$ cat config.mk
export PLATFORM = sky130hd
export DESIGN_NAME = decode_issue_ctrl_flat
export DESIGN_NICKNAME = d
export VERILOG_FILES = /design/src/rtl/decode_issue_ctrl_if.sv /design/src/rtl/decode_issue_ctrl.sv /design/src/flat_wrapper.sv
export SDC_FILE = /design/constraint.sdc
export NUM_CORES = 1
export LEC_CHECK = 0
export ABC_AREA = 1
export CAP_MARGIN = 20
export CORE_UTILIZATION = 49
export CTS_CLUSTER_SIZE = 12
export DETAILED_ROUTE_END_ITERATION = 8
export PLACE_DENSITY_LB_ADDON = 0.3
export SYNTH_ARGS = -nofsm -noshare
export SYNTH_HDL_FRONTEND = slang
export SYNTH_SLANG_ARGS = --single-unit
$ cat constraint.sdc
create_clock -name clk -period 2.18 [get_ports clk]
set_input_delay 0.218 -clock clk [delete_from_list [all_inputs] [get_ports clk]]
set_output_delay 0.218 -clock clk [all_outputs]
set_load 0.02 [all_outputs]
$ cat src/rtl/decode_issue_ctrl_if.sv
// ---------------------------------------------------------------------------
// decode_issue_ctrl_if
// Bundles the fetch-side, extractor-side and execute-side signals of the
// decode/issue stage. The design uses the slave modport; whoever drives the
// stage (fetch, extractor, execute, or a bench) uses the master modport.
//
// Signals:
//   in_valid/in_ready   fetch handshake
//   in_inst/in_pc       fetched instruction word and its PC
//   ext_inst/ext_imm    immediate extractor request/response (combinational)
//   flush               discard all held entries (taken branch/jump)
//   out_valid/out_ready execute handshake
//   out_inst/out_pc     issued instruction and PC
//   out_imm/out_illegal issued immediate and unknown-opcode flag
//   stall_cnt           output stall cycle counter (CNT_W bits)
// ---------------------------------------------------------------------------
interface decode_issue_ctrl_if #(
  parameter int CNT_W = 16
);
  logic             in_valid;
  logic             in_ready;
  logic [31:0]      in_inst;
  logic [31:0]      in_pc;
  logic [31:0]      ext_inst;
  logic [31:0]      ext_imm;
  logic             flush;
  logic             out_valid;
  logic             out_ready;
  logic [31:0]      out_inst;
  logic [31:0]      out_pc;
  logic [31:0]      out_imm;
  logic             out_illegal;
  logic [CNT_W-1:0] stall_cnt;

  modport slave (
    input  in_valid, in_inst, in_pc, ext_imm, flush, out_ready,
    output in_ready, ext_inst, out_valid, out_inst, out_pc, out_imm,
           out_illegal, stall_cnt
  );

  modport master (
    output in_valid, in_inst, in_pc, ext_imm, flush, out_ready,
    input  in_ready, ext_inst, out_valid, out_inst, out_pc, out_imm,
           out_illegal, stall_cnt
  );
endinterface

$ cat src/rtl/decode_issue_ctrl.sv
// ---------------------------------------------------------------------------
// decode_issue_ctrl
// Decode stage sequencer between fetch and execute. Each accepted instruction
// is captured together with its PC, the immediate returned by the external
// extractor in the same cycle, and an unknown-opcode flag. Entries are issued
// in order over a valid/ready handshake. A 2-entry skid buffer (output
// register O plus skid register S) keeps in_ready independent of out_ready.
//
// Ports:
//   clk   system clock, rising edge
//   rst   synchronous active-high reset
//   bus   decode_issue_ctrl_if.slave (fetch, extractor, execute, flush,
//         stall counter)
//
// Parameters:
//   NOP_INST  value of out_inst whenever no valid entry is held
//   CNT_W     stall counter width
//
// Build option:
//   DECODE_STALL_CNT_EN  when defined, stall_cnt counts cycles with
//                        out_valid && !out_ready (saturating, cleared by rst
//                        only); otherwise stall_cnt is tied to zero.
// ---------------------------------------------------------------------------
module decode_issue_ctrl #(
  parameter logic [31:0] NOP_INST = 32'h0000_0013,
  parameter int          CNT_W    = 16
) (
  input  logic                 clk,
  input  logic                 rst,
  decode_issue_ctrl_if.slave   bus
);

  typedef enum logic [1:0] {
    EMPTY = 2'd0,
    ONE   = 2'd1,
    TWO   = 2'd2
  } occ_e;

  occ_e        state_r;
  logic [31:0] o_inst_r;
  logic [31:0] o_pc_r;
  logic [31:0] o_imm_r;
  logic        o_ill_r;
  logic [31:0] s_inst_r;
  logic [31:0] s_pc_r;
  logic [31:0] s_imm_r;
  logic        s_ill_r;

  logic        o_valid_s;
  logic        s_valid_s;
  logic        in_ready_s;
  logic        accept_s;
  logic        issue_s;
  logic        new_ill_s;

  // Unknown-opcode check for the 9 supported base opcodes.
  function automatic logic illegal_op(input logic [6:0] op);
    logic ill;
    case (op)
      7'b0110011, 7'b0000011, 7'b1100111,
      7'b0010011, 7'b0100011, 7'b1100011,
      7'b0110111, 7'b0010111, 7'b1101111: ill = 1'b0;
      default:                            ill = 1'b1;
    endcase
    return ill;
  endfunction

  // Handshake decode; in_ready looks only at held state, flush and rst.
  always_comb begin
    o_valid_s  = (state_r == ONE) || (state_r == TWO);
    s_valid_s  = (state_r == TWO);
    in_ready_s = !s_valid_s && !bus.flush && !rst;
    accept_s   = bus.in_valid && in_ready_s;
    issue_s    = o_valid_s && bus.out_ready;
    new_ill_s  = illegal_op(bus.in_inst[6:0]);
  end

  assign bus.in_ready    = in_ready_s;
  assign bus.ext_inst    = bus.in_inst;
  assign bus.out_valid   = o_valid_s;
  assign bus.out_inst    = o_inst_r;
  assign bus.out_pc      = o_pc_r;
  assign bus.out_imm     = o_imm_r;
  assign bus.out_illegal = o_ill_r;

  // Occupancy FSM with O/S entry registers. O fields are rewritten only on
  // issue or when O is empty, so O stays stable while execute stalls.
  // When O empties, inst/imm/illegal return to their idle values but the
  // last PC is kept.
  always_ff @(posedge clk) begin
    if (rst) begin
      state_r  <= EMPTY;
      o_inst_r <= NOP_INST;
      o_pc_r   <= 32'd0;
      o_imm_r  <= 32'd0;
      o_ill_r  <= 1'b0;
      s_inst_r <= NOP_INST;
      s_pc_r   <= 32'd0;
      s_imm_r  <= 32'd0;
      s_ill_r  <= 1'b0;
    end else if (bus.flush) begin
      state_r  <= EMPTY;
      o_inst_r <= NOP_INST;
      o_imm_r  <= 32'd0;
      o_ill_r  <= 1'b0;
    end else begin
      case (state_r)
        EMPTY: begin
          if (accept_s) begin
            state_r  <= ONE;
            o_inst_r <= bus.in_inst;
            o_pc_r   <= bus.in_pc;
            o_imm_r  <= bus.ext_imm;
            o_ill_r  <= new_ill_s;
          end
        end
        ONE: begin
          if (issue_s && accept_s) begin
            o_inst_r <= bus.in_inst;
            o_pc_r   <= bus.in_pc;
            o_imm_r  <= bus.ext_imm;
            o_ill_r  <= new_ill_s;
          end else if (issue_s) begin
            state_r  <= EMPTY;
            o_inst_r <= NOP_INST;
            o_imm_r  <= 32'd0;
            o_ill_r  <= 1'b0;
          end else if (accept_s) begin
            state_r  <= TWO;
            s_inst_r <= bus.in_inst;
            s_pc_r   <= bus.in_pc;
            s_imm_r  <= bus.ext_imm;
            s_ill_r  <= new_ill_s;
          end
        end
        TWO: begin
          // in_ready is low here, so only the skid entry can move.
          if (issue_s) begin
            state_r  <= ONE;
            o_inst_r <= s_inst_r;
            o_pc_r   <= s_pc_r;
            o_imm_r  <= s_imm_r;
            o_ill_r  <= s_ill_r;
          end
        end
        default: begin
          state_r  <= EMPTY;
          o_inst_r <= NOP_INST;
          o_imm_r  <= 32'd0;
          o_ill_r  <= 1'b0;
        end
      endcase
    end
  end

`ifdef DECODE_STALL_CNT_EN
  logic [CNT_W-1:0] stall_cnt_r;

  // Saturating count of cycles where execute holds off a valid entry.
  always_ff @(posedge clk) begin
    if (rst) begin
      stall_cnt_r <= {CNT_W{1'b0}};
    end else if (o_valid_s && !bus.out_ready && (stall_cnt_r != {CNT_W{1'b1}})) begin
      stall_cnt_r <= stall_cnt_r + {{(CNT_W-1){1'b0}}, 1'b1};
    end else begin
      stall_cnt_r <= stall_cnt_r;
    end
  end

  assign bus.stall_cnt = stall_cnt_r;
`else
  assign bus.stall_cnt = {CNT_W{1'b0}};
`endif

endmodule

$ cat src/flat_wrapper.sv
// flat-port wrapper written by rule: the top's interface ports become plain ports
module decode_issue_ctrl_flat 
#(
  parameter logic [31:0] NOP_INST = 32'h0000_0013,
  parameter int          CNT_W    = 16
)
  (clk, rst, bus_in_valid, bus_in_inst, bus_in_pc, bus_ext_imm, bus_flush, bus_out_ready, bus_in_ready, bus_ext_inst, bus_out_valid, bus_out_inst, bus_out_pc, bus_out_imm, bus_out_illegal, bus_stall_cnt);
  decode_issue_ctrl_if #(.CNT_W(CNT_W)) bus_i ();
  input  logic clk;
  input  logic rst;
  input wire logic [$bits(bus_i.in_valid)-1:0] bus_in_valid;
  input wire logic [$bits(bus_i.in_inst)-1:0] bus_in_inst;
  input wire logic [$bits(bus_i.in_pc)-1:0] bus_in_pc;
  input wire logic [$bits(bus_i.ext_imm)-1:0] bus_ext_imm;
  input wire logic [$bits(bus_i.flush)-1:0] bus_flush;
  input wire logic [$bits(bus_i.out_ready)-1:0] bus_out_ready;
  output wire logic [$bits(bus_i.in_ready)-1:0] bus_in_ready;
  output wire logic [$bits(bus_i.ext_inst)-1:0] bus_ext_inst;
  output wire logic [$bits(bus_i.out_valid)-1:0] bus_out_valid;
  output wire logic [$bits(bus_i.out_inst)-1:0] bus_out_inst;
  output wire logic [$bits(bus_i.out_pc)-1:0] bus_out_pc;
  output wire logic [$bits(bus_i.out_imm)-1:0] bus_out_imm;
  output wire logic [$bits(bus_i.out_illegal)-1:0] bus_out_illegal;
  output wire logic [$bits(bus_i.stall_cnt)-1:0] bus_stall_cnt;
  assign bus_i.in_valid = bus_in_valid;
  assign bus_i.in_inst = bus_in_inst;
  assign bus_i.in_pc = bus_in_pc;
  assign bus_i.ext_imm = bus_ext_imm;
  assign bus_i.flush = bus_flush;
  assign bus_i.out_ready = bus_out_ready;
  assign bus_in_ready = bus_i.in_ready;
  assign bus_ext_inst = bus_i.ext_inst;
  assign bus_out_valid = bus_i.out_valid;
  assign bus_out_inst = bus_i.out_inst;
  assign bus_out_pc = bus_i.out_pc;
  assign bus_out_imm = bus_i.out_imm;
  assign bus_out_illegal = bus_i.out_illegal;
  assign bus_stall_cnt = bus_i.stall_cnt;
  decode_issue_ctrl #(.NOP_INST(NOP_INST), .CNT_W(CNT_W)) u_core (.clk(clk), .rst(rst), .bus(bus_i));
endmodule
# Word level (Yosys, flattened, before mapping)
# Cells that the tools add are included.
[totals]
register_bits = 196
out_inout_bits = 147
word_cells = 72
[classes]
eq_ne = 17
n_mux = 26
bitwise = 3
reduce_logical = 17
[ops]
columns = ["operator", "count"]
rows = [
  ["32-bit two-way mux", 11],
  ["32-bit one-hot mux with 3 select lines", 3],
  ["7-bit by 6-bit == test with 1-bit output, second input constant", 3],
  ["7-bit == test, second input constant", 3],
  ["7-bit by 5-bit == test with 1-bit output, second input constant", 2],
  ["2-bit two-way mux", 5],
  ["5-bit AND reduction", 2],
  ["9-bit OR reduction", 1],
  ["7-bit by 2-bit == test with 1-bit output, second input constant", 1],
  ["2-bit != test, second input constant", 3],
  ["2-bit one-hot mux with 3 select lines", 1],
  ["1-bit logical AND", 5],
  ["1-bit two-way mux", 5],
  ["4-bit AND reduction", 1],
  ["1-bit zero test", 3],
  ["3-bit by 1-bit != test with 1-bit output, second input constant", 1],
  ["3-bit by 2-bit != test with 1-bit output, second input constant", 1],
  ["1-bit inverter", 3],
  ["1-bit one-hot mux with 3 select lines", 1],
  ["3-bit AND reduction", 1],
  ["3-bit nonzero test", 1],
  ["2-bit by 1-bit == test with 1-bit output, second input constant", 1],
  ["2-bit == test, second input constant", 1],
  ["2-bit zero test", 1],
  ["other kinds (3)", 3],
]

# Longest topological paths before layout
[logic_depth]
ltp_word = 9
ltp_mapped = 12
depth_no_buf = 10

# Least setup slack after synthesis
# OpenSTA, ideal clock, no wires.
[synth_timing]
kind = "register to register"
from = "reg u_core.state_r[0]"
to = "reg u_core.s_pc_r[22]"
setup_time_ns = 0.116
t_arrival_ns = 1.805
required_ns = 2.064
setup_slack_ns = 0.260
path_stages_with_launch = 11
path_buffers = 2
period_less_slack_ns = 1.920
cell_sequence = "dfxtp_1 inv_1 ha_1 nand2_1 nand2_1 nor2_2 inv_2 buf_2 buf_2 nor2_1 nor2_1"
[synth_between]
elab_cells_between_ends = 12
cone_classes = "eq/ne (2); bitwise (2); reduce/logical (8)"
[synth_lines]
columns = ["element", "line_no", "rtl"]
rows = [
  ["start: declaration", "decode_issue_ctrl.sv:39", "occ_e state_r;"],
  ["start signal: assignment", "decode_issue_ctrl.sv:92", "state_r <= EMPTY;"],
  ["start signal: assignment", "decode_issue_ctrl.sv:102", "state_r <= EMPTY;"],
  ["start signal: assignment", "decode_issue_ctrl.sv:110", "state_r <= ONE;"],
  ["2-bit by 1-bit == test with 1-bit output or 2-bit == test (tied branches)", "decode_issue_ctrl.sv:70", "o_valid_s = (state_r == ONE) || (state_r == TWO);"],
  ["1-bit logical OR (*)", "decode_issue_ctrl.sv:70", ""],
  ["via bus_out_valid", "flat_wrapper.sv:19", "output wire logic [$bits(bus_i.out_valid)-1:0] bus_out_valid;"],
  ["1-bit logical AND (*)", "decode_issue_ctrl.sv:74", "issue_s = o_valid_s && bus.out_ready;"],
  ["1-bit logical AND", "decode_issue_ctrl.sv:118", "if (issue_s && accept_s) begin"],
  ["1-bit inverter (no source line)", "--", ""],
  ["5-bit AND reduction (no source line) (*)", "--", ""],
  ["end signal: assignment", "decode_issue_ctrl.sv:131", "s_pc_r <= bus.in_pc;"],
  ["end: declaration", "decode_issue_ctrl.sv:45", "logic [31:0] s_pc_r;"],
]
# Mark *: on every way through the listed nets, which the timed path passes. The rest lies on a longest branch.
# A chain may end at the register's enable or synchronous reset.

# Worst setup path after layout
[layout_timing]
from = "reg u_core.state_r[0]"
to = "out bus_out_valid"
[layout_between]
elab_chain_cells = 2
elab_cells_between_ends = 3
cone_classes = "eq/ne (2); reduce/logical (1)"
[layout_rtl]
columns = ["element", "line_no"]
rows = [
  ["2-bit by 1-bit == test with 1-bit output or 2-bit == test (tied branches)", "decode_issue_ctrl.sv:70"],
  ["1-bit logical OR (*)", "decode_issue_ctrl.sv:70"],
  ["end: declaration", "flat_wrapper.sv:19"],
]
# Every way passes the cells marked *; elsewhere a longest branch is shown, timed or not.

==> impl_metrics.yaml <==
global_routing:
  grt_pass1_wl_um: 42200
  grt_max_degree: 95
  grt_pass1_vias: 8406
  use_met2_pct: 43.3
  grt_overflow_total: 0
  grtUsageMet3_pct: 6.75
  gr-usage-all-layers_pct: 26.6
  gr-usage-met1_pct: 34.2
  antenna_found_initial: 1
  grt_most_used_layer: "met2"
final_layout:
  fin_cells: 1715
  antenna_cells: 0
  layout-drive-gt1-share_pct: 5.25
  fill_cells: 1573
  syn2layout_area_growth_pct: 31.1
  stdcell_area_mm2: 0.0119
  nNetsFinal: 1579
synth:
  synth_seq_cells: 196
  yosysMostFrequentCell: "nand2_1"
  syn_area_per_cell_um2: 6.83
  netlist_top_cells_area: "dfxtp_1 43%, nand2_1 16%, nor2_1 7.9%"
  yosys_warnings: 0
  synth_top_area_share_pct: 43.3
  synth_edf_count: 0
  yosysSeqAreaShare_pct: 43.3
  synth_top_area_cell: "dfxtp_1"
  syn_inst: 1328
  synth_ff_type: "dfxtp_1"
  syn_area_mm2: 0.00907
  async_reset_ff_share_pct: 0
  ys_types: 24
  synthTopCellsByCount: "394 x nand2_1, 196 x dfxtp_1, 190 x nor2_1"
clocking:
  h-tree-depth: 4
  path_clk_slew_ns: 0.08
  ctsHoldBuffers: 0
  cts_tree: "done"
  ctsLongestPathBuffers: 2
  cts.sinks: 196
  numCtsBuffers: 17
  clk-insertion-delay-late_ns: 0.43
  cts_root_buf: "clkbuf_16"
worst_setup_path:
  crit_required_ns: 1.96
  cp_max_fo: 2
  crit_path_end_kind: "output pin"
  criticalPathCategory: "reg -> out"
  critPathArrivalTime_ns: 1.82
  startpoint_type: "flop"
placement:
  io_buffers: 231
  post-place-ws_ns: 0.0313
  gp_congestion: 0.815
  hpwl_um: 15900
  dp.cells: 1681
  postPlaceCellArea_mm2: 0.0113
power:
  leakagePower_nw: 4.79
  ir_drop_uv: 593
  p_per_area_mw_per_mm2: 681
route:
  route.detailed.drc: 0
  ant_nets: 0
  via_count: 9181
  wl_per_cell_um: 15.1
  firstDrtPassIters: 5
  routed_wl_um: 25800
  viasPerCell: 5.35
  drtIter0Drc: 798
timing:
  clock_skew_ns: 0.00904
  slew_headroom_pct: 49.0
  finalCritPeriodShare_pct: 93.6
  slew_violations: 0
  fin_crit_ns: 2.04
  fmax_ghz: 0.490
  worst_slack_ns: 0.140
  rsz0062_at_grt: "false"
  finalHoldViolations: 0
  setup_viol: 0
  tightest_slew_ns: 0.765
  finalSetupTns_ns: 0
  whs_ns: 0.395
floorplanning:
  core_region_area_mm2: 0.0180
  io_pins: 248
  die_area_mm2: 0.0191
  start_util_pct: 50.3
  dieWidth_um: 138
  num_rows: 49
  die_h_um: 138
run_status:
  status: "finished, final reports clean"
min_path:
  hp-class: "in -> reg"
flow_run:
  maxCapViolCount: 0
cells by family (layout without fill, tap and decap cells):
family                   Yosys count  in the layout  synth area share (%)
AO/OA/AOI/OAI                    211            211                  11.8
adder cells (fa/ha/maj)            5              5                 0.690
AND/OR/NAND/NOR                  750            750                  34.4
flip-flops                       196            196                  43.3
other                              1             16                0.0413
buffers and inverters            165            308                  9.89
worst paths after layout:
path	to	from	slack, ns	cells past startpoint
max	bus_out_valid	u_core.state_r[0]$_SDFFE_PP0P_	0.14	3
min	u_core.s_pc_r[14]$_SDFFE_PP0P_	bus_in_pc[14]	0.39	3
max reg2reg	u_core.bus.out_inst[11]$_SDFFE_PP0P_	u_core.state_r[0]$_SDFFE_PP0P_	0.16	9
min reg2reg	u_core.bus.out_pc[27]$_SDFFE_PP0P_	u_core.bus.out_pc[27]$_SDFFE_PP0P_	0.46	2
worst max-delay path, cell delays in order, from the launching register on:
cell             delay, ns
dfxtp_1               0.34
inv_1                 0.09
ha_2                  0.33
clkdlybuf4s50_1       0.65
sequential cells by signal, summed over array words and instances, names as in the netlist:
name,cells
u_core.state_r,2
u_core.bus.out_illegal,1
u_core.bus.out_pc,32
u_core.s_imm_r,32
u_core.s_inst_r,32
u_core.bus.out_inst,32
u_core.bus.out_imm,32
u_core.s_ill_r,1
u_core.s_pc_r,32
timing repair:
item / in CTS / in global routing
resized for setup: 0 / 1
setup buffers: 0 / 2
setup endpoints to repair: 0 / 46
metal layers:
layer / up-vias / part of all wire (%)
met4: 2 / 2.3
met3: 42 / 7.9
met2: 344 / 46
li1: 4533 / -
met5: - / 0.050
met1: 4260 / 43
cell usage in the layout (no fill, tap or decap), types with 2 or more instances in the layout:
| cell type | synthesis | final |
|---|---|---|
| o21ai_0 | 106 | 106 |
| nand2_1 | 394 | 394 |
| inv_1 | 12 | 10 |
| clkbuf_16 | 0 | 17 |
| clkinvlp_4 | 0 | 3 |
| ha_2 | 0 | 2 |
| conb_1 | 1 | 16 |
| nand3_4 | 2 | 2 |
| bufinv_16 | 0 | 3 |
| ha_1 | 5 | 2 |
| dfxtp_1 | 196 | 196 |
| buf_4 | 49 | 20 |
| inv_2 | 2 | 3 |
| nand3_1 | 126 | 126 |
| inv_6 | 0 | 3 |
| a21oi_1 | 102 | 102 |
| nor2_1 | 190 | 189 |
| nand4_1 | 32 | 32 |
| nor2_4 | 2 | 3 |
| clkinv_4 | 0 | 2 |
| nor3_1 | 2 | 2 |
| clkbuf_8 | 0 | 2 |
| buf_12 | 0 | 10 |
| clkdlybuf4s50_1 | 0 | 231 |
report_power, final:
group          total, mW  internal, mW  switching, mW
clock               3.30          1.89           1.41
sequential          3.69          3.65         0.0376
combinational       1.11         0.480          0.628
through the flow:
| step | util [%] | total power, mW |
|---|---|---|
| after floorplan | - | 4.39 |
| after detailed placement | 62.4 | 4.86 |
| after global placement | 62.4 | 4.85 |
| after global routing | 66.0 | 8.36 |
| final | 66.0 | 8.10 |
| after CTS | 65.9 | 8.13 |
area by class of cell:
| type | instances | area [um2] | share of cell area, % |
|---|---|---|---|
| Clock buffer | 20 | 457 | 3.84 |
| Clock inverter | 12 | 168 | 1.41 |
| Inverter | 14 | 53.8 | 0.452 |
| Multi-Input combinational cell | 982 | 4330 | 36.4 |
| Sequential cell | 196 | 3920 | 33.0 |
| Tap cell | 229 | 287 | 2.41 |
| Timing Repair Buffer | 262 | 2670 | 22.5 |
Power figures use the tool's default switching activity.
